### src/rtl/seq_magnitude_comparator_pkg.sv
// Shared definitions for the bit-serial magnitude comparator.
// - FSM state encodings (IDLE, SCAN)
// - Result-vector encodings, ordered {AeqB, AgeqB, AltB}
package seq_magnitude_comparator_pkg;

  localparam logic IDLE = 1'b0;
  localparam logic SCAN = 1'b1;

  localparam logic [2:0] RES_EQ = 3'b110;
  localparam logic [2:0] RES_GT = 3'b010;
  localparam logic [2:0] RES_LT = 3'b001;

endpackage

### src/rtl/seq_magnitude_comparator_bit_cell.sv
// cmp_bit_cell: combinational one-bit decision cell for the serial comparator.
// Ports:
//   a, b         : current operand bits under examination
//   is_sign_bit  : high when the examined bit is the operand MSB
//   signed_mode  : 1 = two's complement compare
//   differ       : a != b, this bit decides the compare
//   a_greater    : A > B given this bit decides
module cmp_bit_cell (
  input  logic a,
  input  logic b,
  input  logic is_sign_bit,
  input  logic signed_mode,
  output logic differ,
  output logic a_greater
);

  logic w_invert;

  // A set sign bit means a negative value, so the sense flips there.
  assign w_invert  = is_sign_bit & signed_mode;
  assign differ    = a ^ b;
  assign a_greater = differ & (a ^ w_invert);

endmodule

### src/rtl/seq_magnitude_comparator.sv
// seq_magnitude_comparator: MSB-first bit-serial magnitude comparator with
// early termination at the first differing bit and a start/done handshake.
// Ports:
//   clk, reset (async, active-high)
//   start, signed_mode, A, B : request and operands, captured when idle
//   busy                     : compare in progress
//   done                     : one-cycle pulse when results update
//   AeqB, AgeqB, AltB        : registered results, held until next compare
module seq_magnitude_comparator
  import seq_magnitude_comparator_pkg::*;
#(
  parameter int WIDTH = 8
) (
  input  logic             clk,
  input  logic             reset,
  input  logic             start,
  input  logic             signed_mode,
  input  logic [WIDTH-1:0] A,
  input  logic [WIDTH-1:0] B,
  output logic             busy,
  output logic             done,
  output logic             AeqB,
  output logic             AgeqB,
  output logic             AltB
);

  localparam int IDX_W = (WIDTH > 1) ? $clog2(WIDTH) : 1;
  localparam logic [IDX_W-1:0] IDX_MSB = IDX_W'(WIDTH - 1);

  logic             r_state;
  logic [WIDTH-1:0] r_a_sh;
  logic [WIDTH-1:0] r_b_sh;
  logic             r_signed;
  logic [IDX_W-1:0] r_idx;
  logic             r_busy;
  logic             r_done;
  logic [2:0]       r_res;

  logic w_differ;
  logic w_a_greater;
  logic w_is_sign;

  // The index tracks which original bit sits at the shift-register MSB.
  assign w_is_sign = (r_idx == IDX_MSB);

  cmp_bit_cell u_bit_cell (
    .a           (r_a_sh[WIDTH-1]),
    .b           (r_b_sh[WIDTH-1]),
    .is_sign_bit (w_is_sign),
    .signed_mode (r_signed),
    .differ      (w_differ),
    .a_greater   (w_a_greater)
  );

  always_ff @(posedge clk or posedge reset) begin
    if (reset) begin
      r_state  <= IDLE;
      r_a_sh   <= '0;
      r_b_sh   <= '0;
      r_signed <= 1'b0;
      r_idx    <= IDX_MSB;
      r_busy   <= 1'b0;
      r_done   <= 1'b0;
      r_res    <= 3'b000;
    end else begin
      r_done <= 1'b0;
      case (r_state)
        IDLE: begin
          if (start) begin
            r_a_sh   <= A;
            r_b_sh   <= B;
            r_signed <= signed_mode;
            r_idx    <= IDX_MSB;
            r_busy   <= 1'b1;
            r_state  <= SCAN;
          end
        end
        SCAN: begin
          if (w_differ) begin
            r_res   <= w_a_greater ? RES_GT : RES_LT;
            r_done  <= 1'b1;
            r_busy  <= 1'b0;
            r_state <= IDLE;
          end else if (r_idx != '0) begin
            r_a_sh <= r_a_sh << 1;
            r_b_sh <= r_b_sh << 1;
            r_idx  <= r_idx - IDX_W'(1);
          end else begin
            r_res   <= RES_EQ;
            r_done  <= 1'b1;
            r_busy  <= 1'b0;
            r_state <= IDLE;
          end
        end
        default: r_state <= IDLE;
      endcase
    end
  end

  assign busy = r_busy;
  assign done = r_done;
  assign {AeqB, AgeqB, AltB} = r_res;

endmodule
### config.mk
export PLATFORM = sky130hd
export DESIGN_NAME = seq_magnitude_comparator
export DESIGN_NICKNAME = d
export VERILOG_FILES = /design/src/rtl/seq_magnitude_comparator_pkg.sv /design/src/rtl/seq_magnitude_comparator_bit_cell.sv /design/src/rtl/seq_magnitude_comparator.sv
export SDC_FILE = /design/constraint.sdc
export NUM_CORES = 1
export LEC_CHECK = 0
export BUFFER_PORTS_ARGS = -buffer_cell sky130_fd_sc_hd__buf_2
export CAP_MARGIN = 0
export CORE_MARGIN = 5
export CORE_UTILIZATION = 47
export CTS_CLUSTER_SIZE = 10
export DETAILED_ROUTE_END_ITERATION = 8
export GPL_ROUTABILITY_DRIVEN = 0
export PLACE_DENSITY = 0.74
export SLEW_MARGIN = 20
export SYNTH_ARGS = -nofsm -noshare
export SYNTH_HDL_FRONTEND = slang
export SYNTH_SLANG_ARGS = --single-unit
### constraint.sdc
create_clock -name clk -period 1.7 [get_ports clk]
set_input_delay 0.34 -clock clk [delete_from_list [all_inputs] [get_ports clk]]
set_output_delay 0.34 -clock clk [all_outputs]
set_load 0.01 [all_outputs]
==> results of run 1 <==
stage by stage:
stage | setup TNS [ps] | power, W | cells | instance area [µm²]
3_5_place_dp | -1560 | 0.00236 | 158 | 1410
6_report | -782 | 0.00310 | 166 | 1580
5_1_grt | -1420 | 0.00332 | 166 | 1580
3_3_place_gp | -1010 | 0.00230 | 158 | 1410
4_1_cts | -411 | 0.00292 | 164 | 1520
2_1_floorplan | -1210 | 0.00200 | 98 | 1210
tightest hold or removal path, cell delays in order:
cell and delay (ps):
buf_2 100, inv_1 40, buf_4 300
cell families (layout without fill, tap and decap cells):
group	count (synthesis)	in the layout	synth area share [%]
fa+ha+maj	3	3	3.15
buf+inv	11	49	5.04
mux	2	2	1.78
flops	26	26	54.9
compound gates	24	24	19.5
xor+xnor	1	1	0.735
simple gates	31	31	14.9
synthesized netlist by cell type (all sizes together):
cell and instances:
a211o 1, a211oi 1, a21oi 2, a31o 2, and2 2, and4 1
buf 3, clkbuf 1, dfrtp 23, dfstp 3, ha 3, inv 7
mux2 1, mux2i 1, nand2 4, nand2b 16, nand3 1, nor2 3
nor2b 2, nor4 1, o21ai 2, o221a 14, o31ai 1, o41ai 1
or3 1, xor2 1
final timing paths:
kind,start,to,slack (ps),cells past startpoint
setup / recovery,r_idx[0],r_b_sh[7],-60,6
hold / removal,reset,r_a_sh[4],50,3
setup reg to reg,r_idx[0],r_b_sh[7],-60,6
hold reg to reg,r_res[0],r_res[0],500,1
max in group asynchronous,reset,r_idx[0],1350,3
min in group clk,signed_mode,r_signed,210,3
repair_timing:
action	in CTS	in global routing
gates resized for setup	11	8
gates cloned	2	1
buffers inserted	0	1
setup endpoints to repair	17	18
pin swaps	1	0
per-layer routing:
layer  up-vias  part of all wire, %  global-route usage (%)
met3         4                  4.6                    2.98
met1       449                   41                    19.4
met5         -                    0                       0
met4         0                  1.2                    7.59
met2        20                   53                    27.8
li1        434                    -                       -
power breakdown:
group,switching [W],internal (W),total (W)
Combinational,0.000709,0.000895,0.00160
Sequential,0.000247,0.000939,0.00119
Clock,0.000174,0.000131,0.000305
flip-flops by register name, summed over array words and instances (netlist names):
register and flops:
busy 1, done 1, r_a_sh 8, r_b_sh 8
r_idx 3, r_res 3, r_signed 1, r_state 1
final cells by class:
cell class	instances	share of cell area (%)
Multi-Input combinational cell	61	36.9
Timing Repair Buffer	38	15.2
Inverter	7	1.67
Clock buffer	4	2.30
Sequential cell	26	41.5
Tap cell	30	2.38
==> flow_metrics.env, run 1 <==
export IMPL_outcome="complete, but fails checks"
export IMPL_p_per_area_nw_per_um2=1960
export IMPL_drc_errors=0
export IMPL_rows=18
export IMPL_vdd_drop_max_mv=1.06
export IMPL_tritoncts_num_buffers=3
export IMPL_fin_skew_ps=5.50
export IMPL_num_vias=907
export IMPL_grt_usage_pct=16.1
export IMPL_slowest_delay_ps=570
export IMPL_path_clk_slew_ps=140
export IMPL_final_common_cell="buf_2"
export IMPL_synthDistinctLibCells=29
export IMPL_cts_sinks=26
export IMPL_die_w_um=60.4
export IMPL_utilization_pct=64.2
export IMPL_worst_pin_slew_ps=382
export IMPL_cp_arrival_ps=1980
export IMPL_nNetsFinal=160
export IMPL_setup_violations=17
export IMPL_grt_pass1_vias=970
export IMPL_overflow=0
export IMPL_violations="setup timing"
export IMPL_port_buffers=24
export IMPL_maxSlewViolCount=0
export IMPL_n_fill_cell=202
export IMPL_diodes=0
export IMPL_pre_cts_slack_ps=-116
export IMPL_cp_cell_sequence="inv_2, ha_4, nor2b_4, or3_4, buf_8, o221a_1"
export IMPL_ctsHoldBuffers=0
export IMPL_fin_crit_sh_pct=104
export IMPL_antenna_found_initial=0
export IMPL_synth_seq_area_share_pct=54.9
export IMPL_critPathLaunchType="flip-flop"
export IMPL_drtIter0Drc=34
export IMPL_clock_path_buffers=2
export IMPL_dp_hpwl_um=1700
export IMPL_yosys_register_bits=26
export IMPL_initial_core_util_pct=48.6
export IMPL_hold_viol_final=0
export IMPL_avgViaCountPerCell=5.46
export IMPL_wirelength_um=2660
export IMPL_worstPathMaxFanout=9
export IMPL_ys_top_cells_by_area="dfrtp_1 (48%), nand2b_1 (8.4%), o221a_2 (7.6%)"
export IMPL_hold_slack_ps=50.8
export IMPL_core_area_um2=2450
export IMPL_die_area_um2=3640
export IMPL_grt_max_degree=27
export IMPL_synth_top_area_share_pct=48.3
export IMPL_period_needed_ps=1760
export IMPL_fp_dieH_um=60.4
export IMPL_syn_num_nets=121
export IMPL_clk_latency_ps=320
export IMPL_final_cell_mix="buf_2 (24), dfrtp_1 (23), nand2b_1 (16)"
export IMPL_worstSetupPathType="reg2reg"
export IMPL_yosysTopAreaCell="dfrtp_1"
export IMPL_num_io_pins=25
export IMPL_tritoncts="done"
export IMPL_dr_pass1_iters=4
export IMPL_crit_buf_inv=2
export IMPL_end_kind="flip-flop"
export IMPL_wire_per_inst_um=16.0
export IMPL_multiInputGateArea_um2=582
export IMPL_register_area_um2=654
export IMPL_ys_warn_count=0
export IMPL_leakagePower_nw=0.723
export IMPL_fin_ws_ps=-61.2
export IMPL_syn_to_final_growth_pct=32.2
export IMPL_cts_htree_levels=1
export IMPL_fmax_mhz=568
export IMPL_cap_violations=0
export IMPL_worst_path_max_delay_cell="dfstp_2"
export IMPL_min_path_type="in2async"
export IMPL_syn_avg_cell_area_um2=12.2
export IMPL_max_slew_margin_pct=74.3
export IMPL_worstPathRequired_ps=1920
export IMPL_ant_nets=0
export IMPL_critical_path_top_delay_family="flip-flops"
export IMPL_synthCells=98
export IMPL_cts_root_buf="clkbuf_4"
export IMPL_netlist_area_um2=1190
export IMPL_grt_pass1_wl_um=4270
export IMPL_drive_gt1_share_pct=44.9
export IMPL_grt_setup_unrepaired="true"
Power figures use the tool's default switching activity.
==> inputs of run 2 (changes only) <==
--- a/config.mk
+++ b/config.mk
@@ -9,5 +9,5 @@
 export CAP_MARGIN = 0
-export CORE_MARGIN = 5
+export CORE_MARGIN = 4
 export CORE_UTILIZATION = 47
-export CTS_CLUSTER_SIZE = 10
+export CTS_CLUSTER_SIZE = 14
 export DETAILED_ROUTE_END_ITERATION = 8
--- a/constraint.sdc
+++ b/constraint.sdc
@@ -3,2 +3,2 @@
 set_output_delay 0.34 -clock clk [all_outputs]
-set_load 0.01 [all_outputs]
+set_load 0.02 [all_outputs]
==> flow_metrics.env, run 2 (synthesized netlist as in run 1, its figures left out) <==
export IMPL_num_vias=876
export IMPL_violations="setup timing"
export IMPL_setup_violations=15
export IMPL_dp_hpwl_um=1640
export IMPL_grt_pass1_wl_um=4060
export IMPL_grt_max_degree=20
export IMPL_nNetsFinal=160
export IMPL_worstPathRequired_ps=1910
export IMPL_critPathLaunchType="flip-flop"
export IMPL_pre_cts_slack_ps=-120
export IMPL_fmax_mhz=574
export IMPL_wire_per_inst_um=14.2
export IMPL_fin_crit_sh_pct=103
export IMPL_utilization_pct=67.7
export IMPL_overflow=0
export IMPL_tritoncts="done"
export IMPL_grt_usage_pct=15.2
export IMPL_cp_cell_sequence="inv_2, ha_4, nor2b_4, or3_4, buf_6, o221a_4"
export IMPL_fin_skew_ps=3.06
export IMPL_leakagePower_nw=0.716
export IMPL_grt_setup_unrepaired="true"
export IMPL_cts_root_buf="clkbuf_4"
export IMPL_drive_gt1_share_pct=43.4
export IMPL_crit_buf_inv=2
export IMPL_fp_dieH_um=58.4
export IMPL_vdd_drop_max_mv=1.10
export IMPL_final_cell_mix="buf_2 (24), dfrtp_1 (23), nand2b_1 (16)"
export IMPL_hold_viol_final=0
export IMPL_port_buffers=24
export IMPL_clock_path_buffers=2
export IMPL_drtIter0Drc=12
export IMPL_avgViaCountPerCell=5.34
export IMPL_register_area_um2=654
export IMPL_initial_core_util_pct=51.4
export IMPL_critical_path_top_delay_family="flip-flops"
export IMPL_slowest_delay_ps=560
export IMPL_dr_pass1_iters=4
export IMPL_p_per_area_nw_per_um2=1930
export IMPL_cp_arrival_ps=1950
export IMPL_min_path_type="in2reg"
export IMPL_path_clk_slew_ps=130
export IMPL_worstPathMaxFanout=7
export IMPL_tritoncts_num_buffers=3
export IMPL_cts_sinks=26
export IMPL_multiInputGateArea_um2=582
export IMPL_rows=17
export IMPL_die_area_um2=3410
export IMPL_ff2ff_setup_slack_ps=-40
export IMPL_worstSetupPathType="reg2reg"
export IMPL_diodes=0
export IMPL_cts_htree_levels=1
export IMPL_drc_errors=0
export IMPL_largestRegisters="r_a_sh (8), r_b_sh (8)"
export IMPL_wirelength_um=2320
export IMPL_n_fill_cell=179
export IMPL_num_io_pins=25
export IMPL_cap_violations=0
export IMPL_grt_pass1_vias=920
export IMPL_worst_pin_slew_ps=359
export IMPL_final_common_cell="buf_2"
export IMPL_end_kind="flip-flop"
export IMPL_fin_ws_ps=-43.1
export IMPL_antenna_found_initial=0
export IMPL_syn_to_final_growth_pct=31.7
export IMPL_outcome="complete, but fails checks"
export IMPL_max_slew_margin_pct=75.8
export IMPL_clk_latency_ps=300
export IMPL_die_w_um=58.4
export IMPL_core_area_um2=2320
export IMPL_ant_nets=0
export IMPL_worst_path_max_delay_cell="dfstp_2"
export IMPL_maxSlewViolCount=0
export IMPL_period_needed_ps=1740
==> run 2: changes by cell type in the layout (fill, tap and decap cells not counted) <==
cell           previous run  this run
dlygate4sd3_1             0         1
clkbuf_1                  0         1
o21ai_1                   1         0
buf_8                     1         0
buf_6                     2         5
o21ai_0                   1         2
clkbuf_8                  1         0
buf_4                    11         8
==> run 2: final timing paths <==
check | to | cells after the start | from
worst max-delay path | r_a_sh[3] | 6 | r_idx[1]
worst min-delay path | r_signed | 3 | signed_mode
worst max register to register | r_a_sh[3] | 6 | r_idx[1]
worst min register to register | r_signed | 2 | r_signed
max in group asynchronous | r_idx[1] | 4 | reset
min in group asynchronous | r_res[1] | 3 | reset
==> run 2: timing repair <==
item	in CTS	in global routing
cloned	1	0
setup buffers	1	0
hold buffers	1	0
endpoints found under the hold margin	6	0
gates resized for setup	14	2
setup endpoints to repair	17	18
pin swaps	2	2
==> run 2: metal layers <==
metal / track usage, % / vias to the layer above / part of all wire, %
li1: - / 430 / -
met1: 20.5 / 424 / 47
met2: 25.4 / 20 / 48
met3: 2.63 / 2 / 4.5
met4: 3.97 / 0 / 0.56
met5: 0 / - / 0
==> run 2: cell type report <==
cell class                 instances  area share (%)
clock buffer                       4            1.67
inverter                           7            1.67
multi-input combinational         61            37.1
sequential                        26            41.7
tap                               28            2.23
timing repair buffer              38            15.7
==> run 2: worst register-to-register path: cells and delay by family (launching register included) <==
kind	cells	cell delay, ps
DFF	1	560
AOI/OAI and AO/OA	1	250
and+or+nand+nor	2	480
adders and majority gates	1	150
buffers and inverters	2	210
==> run 2: stage by stage <==
stage                     instances  power [W]  TNS, ps  hold slack (ps)  instance area [µm²]
after floorplan                  98    0.00204    -1210              378                 1210
after global placement          157    0.00234     -869              283                 1420
after detailed placement        157    0.00238    -1590              287                 1420
after CTS                       164    0.00299     -427              206                 1560
after global routing            164    0.00324    -1070              215                 1570
final                           164    0.00302     -468              214                 1570
==> run 2: power by group <==
group	switching [W]	leakage [nW]	internal, W	total [W]
Sequential	0.000237	0.299	0.000940	0.00118
Clock	0.000164	0.0150	0.0000913	0.000256
Combinational	0.000706	0.402	0.000885	0.00159
==> inputs of run 3 (changes only) <==
Settings changed: ABC_AREA set to 1, CORE_UTILIZATION 47 to 49, PLACE_DENSITY 0.74 to 0.75.
==> flow_metrics.env, run 3 <==
export IMPL_wl_met2_um=1440
export IMPL_syn_to_final_growth_pct=14.9
export IMPL_max_slew_margin_pct=63.1
export IMPL_outcome="complete, no violations"
export IMPL_yosysTopAreaCell="dfrtp_1"
export IMPL_cts_setup_buffers=0
export IMPL_grt_max_degree=27
export IMPL_crit_buf_inv=1
export IMPL_core_area_um2=2570
export IMPL_crit_top_cell="nand2_1"
export IMPL_pre_cts_slack_ps=81.3
export IMPL_drive_gt1_share_pct=20.9
export IMPL_synth_async_sr_flop_share_pct=100
export IMPL_min_path_type="in2async"
export IMPL_setup_violations=0
export IMPL_netlist_area_um2=1360
export IMPL_ys_top_cells_by_area="dfrtp_1 (42%), nand2_1 (28%), nand3_1 (10%)"
export IMPL_setup_tns_ps=0
export IMPL_final_cell_mix="nand2_1 (101), nand3_1 (27), buf_2 (24)"
export IMPL_slowest_delay_ps=570
export IMPL_cts_root_buf="clkbuf_4"
export IMPL_ys_warn_count=0
export IMPL_route_top_layer_used="met4"
export IMPL_synthCells=181
export IMPL_worst_path_max_delay_cell="dfstp_2"
export IMPL_diodes=0
export IMPL_dr_pass1_iters=4
export IMPL_synth_top_area_share_pct=42.4
export IMPL_finalPower_w=0.00310
export IMPL_cap_violations=0
export IMPL_worst_pin_slew_ps=552
export IMPL_fin_crit_sh_pct=93.5
export IMPL_netlist_top_cells_count="nand2_1 (101), nand3_1 (27), dfrtp_1 (23)"
export IMPL_clock_path_buffers=2
export IMPL_cts_sinks=26
export IMPL_cts_htree_levels=1
export IMPL_avgViaCountPerCell=4.99
export IMPL_final_area_um2=1560
export IMPL_ctsHoldBuffers=0
export IMPL_tritoncts_num_buffers=3
export IMPL_clk_latency_ps=320
export IMPL_tritoncts="done"
export IMPL_port_buffers=24
export IMPL_cp_cell_sequence="inv_1, ha_1, a21oi_4, nand2_4, nand2_8, nand2_1, nand2_1"
export IMPL_fin_ws_ps=111
export IMPL_die_w_um=60.6
export IMPL_cp_arrival_ps=1860
export IMPL_worstPathMaxFanout=18
export IMPL_path_clk_slew_ps=150
export IMPL_drtIter0Drc=51
export IMPL_fin_skew_ps=3.94
export IMPL_die_area_um2=3670
export IMPL_drc_errors=0
export IMPL_postPlaceCellArea_um2=1480
export IMPL_largestRegisters="r_a_sh (8), r_b_sh (8)"
export IMPL_leakagePower_nw=0.912
export IMPL_fmax_mhz=629
export IMPL_grt_pass1_wl_um=4930
export IMPL_final_common_cell="nand2_1"
export IMPL_worstSetupPathType="reg2reg"
export IMPL_grt_usage_pct=17.8
export IMPL_ant_nets=0
export IMPL_worstPathRequired_ps=1970
export IMPL_nNetsFinal=230
export IMPL_grt_setup_unrepaired="false"
export IMPL_yosys_register_bits=26
export IMPL_synth_seq_area_share_pct=48.2
export IMPL_wire_per_inst_um=12.5
export IMPL_overflow=0
export IMPL_critPathLaunchType="flip-flop"
export IMPL_initial_core_util_pct=52.8
export IMPL_hold_viol_final=0
export IMPL_wl_met1_um=1380
export IMPL_maxSlewViolCount=0
export IMPL_yosys_most_used_dff="dfrtp_1"
export IMPL_dp_hpwl_um=2010
export IMPL_period_needed_ps=1590
export IMPL_synth_edf_count=0
export IMPL_syn_avg_cell_area_um2=7.49
export IMPL_antenna_found_initial=0
export IMPL_vdd_drop_max_mv=1.00
export IMPL_synthDistinctLibCells=18
export IMPL_yosys_cell_count_top_type="nand2_1"
export IMPL_critical_path_top_delay_family="flip-flops"
export IMPL_cts_resized=0
export IMPL_wirelength_um=2940
export IMPL_rows=18
export IMPL_num_io_pins=25
export IMPL_p_per_area_nw_per_um2=1990
export IMPL_end_kind="flip-flop"
export IMPL_num_vias=1178
export IMPL_dr_wl_met3_um=106
export IMPL_syn_num_nets=204
export IMPL_fp_dieH_um=60.6
export IMPL_grt_pass1_vias=1136
run 3: tightest hold or removal path: cells and delay by family:
kind,cells,cell delay (ps)
buffers and inverters,3,440
run 3: through the flow:
stage	hold WS (ps)	util, %	std cells
after CTS	43.4	59.8	235
after detailed placement	416	57.8	231
after global routing	62.0	60.7	236
after floorplan	378	-	181
final	36.8	60.7	236
after global placement	410	57.8	231
run 3: kinds of logic after synthesis:
| kind of cell | share of synthesized area [%] |
|---|---|
| fa+ha+maj | 2.77 |
| flops | 48.2 |
| buf+inv | 6.64 |
| compound gates | 1.38 |
| simple gates | 41.0 |
run 3: layer usage:
metal | GRT usage (%) | vias up
li1 | - | 617
met1 | 23.5 | 542
met2 | 29.5 | 17
met3 | 2.77 | 2
met4 | 6.81 | 0
met5 | 0 | -
run 3: cell type report:
| class | count | area, µm² |
|---|---|---|
| Sequential cell | 26 | 654 |
| Clock buffer | 3 | 22.5 |
| Timing Repair Buffer | 28 | 150 |
| Tap cell | 30 | 37.5 |
| Clock inverter | 1 | 30.0 |
| Inverter | 8 | 30.0 |
| Multi-Input combinational cell | 140 | 634 |
| Fill cell | 242 | 1010 |
run 3: worst paths after layout:
kind | start | to | slack (ps) | depth (start not counted)
worst max register to register | r_idx[0] | r_b_sh[6] | 110 | 7
max in group asynchronous | reset | r_idx[1] | 1360 | 3
min in group clk | signed_mode | r_signed | 200 | 3
worst min register to register | r_idx[0] | r_idx[0] | 500 | 2
worst max-delay path | r_idx[0] | r_b_sh[6] | 110 | 7
worst min-delay path | reset | r_b_sh[2] | 40 | 3
run 3: where the power goes:
part / switching [W] / internal [W] / total, W
combinational: 0.00101 / 0.000518 / 0.00153
clock: 0.000190 / 0.000238 / 0.000428
sequential: 0.000198 / 0.000944 / 0.00114
total: 0.00140 / 0.00170 / 0.00310
